==> config.mk <==
export PLATFORM = sky130hd
export DESIGN_NAME = serial_tx
export DESIGN_NICKNAME = d
export VERILOG_FILES = /design/src/rtl/serial_tx.sv
export SDC_FILE = /design/constraint.sdc
export NUM_CORES = 1
export LEC_CHECK = 0
export CORE_ASPECT_RATIO = 1.2
export CORE_MARGIN = 5
export CORE_UTILIZATION = 53
export CTS_CLUSTER_DIAMETER = 120
export DETAILED_ROUTE_END_ITERATION = 8
export PLACE_DENSITY = 0.83
export SYNTH_ARGS = -nofsm -noshare
export SYNTH_HDL_FRONTEND = slang
export SYNTH_SLANG_ARGS = --single-unit
==> constraint.sdc <==
create_clock -name clk -period 2 [get_ports clk]
set_clock_uncertainty 0.15 [all_clocks]
set_input_delay 0.4 -clock clk [delete_from_list [all_inputs] [get_ports clk]]
set_output_delay 0.4 -clock clk [all_outputs]
set_load 0.01 [all_outputs]
==> src/rtl/serial_tx.sv <==
// serial_tx: idle-high serial frame transmitter with a valid/ready word input.
// Frame: start 0, data LSB first, optional even parity, stop 1; each bit is CLKS_PER_BIT clocks.
module serial_tx #(
  parameter int DATA_WIDTH   = 8,
  parameter int CLKS_PER_BIT = 4,
  parameter bit PARITY_EN    = 1'b1
) (
  input  logic                  clk,
  input  logic                  reset,
  input  logic [DATA_WIDTH-1:0] tx_data,
  input  logic                  tx_valid,
  output logic                  tx_ready,
  output logic                  tx_serial,
  output logic                  tx_busy,
  output logic                  tx_done
);
  localparam int CW = CLKS_PER_BIT > 1 ? $clog2(CLKS_PER_BIT) : 1;
  localparam int BW = DATA_WIDTH > 1 ? $clog2(DATA_WIDTH) : 1;
  localparam logic [CW-1:0] CMAX = CW'(CLKS_PER_BIT - 1);
  localparam logic [BW-1:0] BMAX = BW'(DATA_WIDTH - 1);
  typedef enum logic [2:0] {IDLE, START, DATA, PARITY, STOP} state_t;
  state_t state, state_n;
  logic [CW-1:0] cnt, cnt_n;
  logic [BW-1:0] bit_idx, bit_n;
  logic [DATA_WIDTH-1:0] sr, sr_n;
  logic par, par_n, serial_n, ready_n, busy_n, done_n, last;
  always_ff @(posedge clk or negedge reset) begin
    if (!reset) begin
      state     <= IDLE;
      cnt       <= '0;
      bit_idx   <= '0;
      sr        <= '0;
      par       <= 1'b0;
      tx_serial <= 1'b1;
      tx_ready  <= 1'b1;
      tx_busy   <= 1'b0;
      tx_done   <= 1'b0;
    end else begin
      state     <= state_n;
      cnt       <= cnt_n;
      bit_idx   <= bit_n;
      sr        <= sr_n;
      par       <= par_n;
      tx_serial <= serial_n;
      tx_ready  <= ready_n;
      tx_busy   <= busy_n;
      tx_done   <= done_n;
    end
  end
  // The shift register is pre-shifted as each bit is launched, so sr[0] is always the next bit.
  always_comb begin
    last     = cnt == CMAX;
    state_n  = state;
    cnt_n    = cnt;
    bit_n    = bit_idx;
    sr_n     = sr;
    par_n    = par;
    serial_n = tx_serial;
    ready_n  = tx_ready;
    busy_n   = tx_busy;
    done_n   = 1'b0;
    if (state != IDLE) cnt_n = last ? '0 : cnt + 1'b1;
    case (state)
      IDLE: if (tx_valid && tx_ready) begin
        state_n  = START;
        sr_n     = tx_data;
        par_n    = ^tx_data;
        cnt_n    = '0;
        serial_n = 1'b0;
        ready_n  = 1'b0;
        busy_n   = 1'b1;
      end
      START: if (last) begin
        state_n  = DATA;
        serial_n = sr[0];
        sr_n     = sr >> 1;
        bit_n    = '0;
      end
      DATA: if (last) begin
        if (bit_idx == BMAX) begin
          state_n  = PARITY_EN ? PARITY : STOP;
          serial_n = PARITY_EN ? par : 1'b1;
        end else begin
          bit_n    = bit_idx + 1'b1;
          serial_n = sr[0];
          sr_n     = sr >> 1;
        end
      end
      PARITY: if (last) begin
        state_n  = STOP;
        serial_n = 1'b1;
      end
      STOP: if (last) begin
        state_n = IDLE;
        done_n  = 1'b1;
        ready_n = 1'b1;
        busy_n  = 1'b0;
      end
      default: state_n = IDLE;
    endcase
  end
endmodule

==> impl_results.md <==
* Reg-to-Reg End: sr[3]
* Cts hold-fix bufs at 0
* Crit-path slowest cell: dfstp_2
* Initial Util at 56.2%
* Area leader, netlist: dfrtp_1
* Worst Hold Class: primary input to asynchronous set/reset pin
* Total congestion overflow at 0
* Total number of vias at 919
* Core ar. at 2070 µm²
* Ordered cell list for the critical path: clkdlybuf4s50_1
* Fmax at 518 MHz
* # setup viols final at 0
* Total power at 700 µW
* Rows at 18
* R2R Path Start: bit_idx[0]
* Post-synthesis net count at 123
* TNS Setup at 0 ns
* Power Dens Cells at 503 nW/µm²
* Vias per cell at 5.85
* Syn. warnings at 0
* Final hold viol count at 0
* RD Place Congestion at 0.804
* WP buf/inv at 1
* WS Path Type: register to primary output
* DRT antenna net count at 0
* Leading post-synthesis cells by cell area: dfrtp_1, a22o_1, xnor2_1
* I/O pin total at 15
* Synth top area share at 40.8%
* Slew headroom at 70.2%
* Root Driver: clkbuf_4
* Leakage power at 0.000621 µW
* # Max-Cap Violations at 0
* DIE WIDTH at 52.8 µm
* Initial DRC Count at 24
* Mean Syn Cell Area at 10.8 µm²
* CP Launch Type: register
* Total GRT Usage at 16.4%
* Drt wl/cell at 14.8 µm
* Multi-input gate area at 588 µm²
* CP endpoint kind: primary output
* Final core occ at 67.1%
* Layout cells sized above 1 at 14.2%
* WL final at 2320 µm
* Fillcell total at 161
* Worst-Margin Slew at 0.447 ns
* Cells on worst reg2reg path at 6
* Slack of the worst reg-to-reg path at 0.12 ns
* RSZ-0062 raised after global routing: no
* Post-synth top cells: a22o_1, dfrtp_1, nand2_1, xnor2_1
* Pre-Repair DR Iteration Count at 4
* Sequential element share of the synthesized area at 45.3%
* Largest net degree at the start of global routing at 22
* Diode count at 0
* Worst Setup SP: tx_serial
* Ys async rst share at 100%
* Post-Syn Instances at 108
* Dominant synthesized flop cell: dfrtp_1
* Hpwl dp at 1750 µm
* Die area at 3240 µm²
* WP data required at 1.45 ns
* Setup bufs post-CTS at 1
* Nets@finish at 143
* DP Area at 1360 µm²
* Clock Pin Slew Worst Setup and Hold Paths at 0.12 ns
* Period Utilization, post-route at 96.4%
* Fin. max-slew vios at 0
* Fin Hold WS at 0.263 ns
* CTS tree: done
* Crit-path max FO at 2
* Status: finished, final reports clean
* Final min period at 1.93 ns
* IO Port Bufs at 14
* CP Data Arrival Time at 1.38 ns
* Die Span Y at 61.4 µm
* Largest delay share family, worst path: flip-flops
* Post-cts sizing count at 0
* Num CTS Buffers at 3
* Clock Latency Late Sink at 0.31 ns
* Number of global-route vias before repair at 930
* Seq cells post-synth at 21
* CP max stage delay at 0.54 ns
* Crit path capture: tx_serial
* Synthesized area at 1160 µm²
* Crit. path cell count at 1
* Register area at 528 µm²
* EDFF count, synth at 0
* Post-route DRC violation count at 0
* Clk sink count at 21
* Initial antenna violation count at 0
* First-pass GRT wire length at 3950 µm
* H-Tree Depth at 1
* Post-layout instance area at 1390 µm²
* Max IR drop VDD at 405 µV
* Clock Path Buffers at 2
* Synth-to-Final Area Change at 19.4%
* Distinct cells, synth at 34
flip-flops by register name (all words and copies together) (netlist names):
register,flops
cnt,2
sr,8
state,3
tx_serial,1
tx_ready,1
par,1
tx_done,1
tx_busy,1
bit_idx,3
kinds of logic (layout without fill, tap and decap cells):
| kind of cell | after synthesis | count (layout) | synth area share (%) |
|---|---|---|---|
| AO/OA/AOI/OAI | 41 | 41 | 27.9 |
| AND/OR/NAND/NOR | 23 | 23 | 10.5 |
| flip-flops | 21 | 21 | 45.3 |
| XOR/XNOR | 9 | 9 | 6.77 |
| buffers and inverters | 9 | 28 | 4.19 |
| adder cells (fa/ha/maj) | 4 | 4 | 4.30 |
| multiplexers | 1 | 1 | 0.967 |
routing by layer:
| layer | part of all wire, % | GRT usage [%] | vias up |
|---|---|---|---|
| li1 | - | - | 443 |
| met1 | 42 | 20.6 | 444 |
| met2 | 51 | 28.4 | 27 |
| met3 | 5.1 | 3.15 | 5 |
| met4 | 1.5 | 5.47 | 0 |
| met5 | 0 | 0 | - |
layout make-up:
cell class | instances | area share [%]
tap | 30 | 2.70
inverter | 1 | 0.270
sequential | 21 | 37.9
clock buffer | 4 | 1.89
timing repair buffer | 23 | 14.9
multi-input combinational | 78 | 42.3
worst min-delay path by stage:
stage	to
6_report	bit_idx[2]
5_1_grt	bit_idx[2]
4_1_cts	cnt[0]
3_5_place_dp	state[1]
3_3_place_gp	state[1]
2_1_floorplan	bit_idx[0]
power by group:
part           switching, µW  leakage (µW)  total (µW)  internal [µW]
Sequential                 0      0.000271         425            425
Clock                    128     0.0000150         206           77.8
Combinational           29.2      0.000336        70.0           40.8
through the flow:
step / cells / worst slack (ns)
4_1_cts: 157 / 0.0611
3_5_place_dp: 152 / 0.0378
2_1_floorplan: 108 / 0.120
6_report: 157 / 0.0710
5_1_grt: 157 / 0.0256
3_3_place_gp: 152 / 0.0850
layout by cell type, fill, tap and decap left out, types with 2 or more instances in the layout:
cell / count
a21oi_1: 3
a22o_1: 19
a31oi_1: 2
buf_4: 9
clkbuf_4: 3
clkdlybuf4s50_1: 14
dfrtp_1: 19
dfstp_2: 2
ha_1: 4
nand2_1: 7
nand2b_1: 2
nand3_1: 3
nor2_1: 4
nor2b_1: 2
nor3_1: 2
o21ai_0: 6
xnor2_1: 7
xor2_1: 2
(Power assumes the default switching activity.)
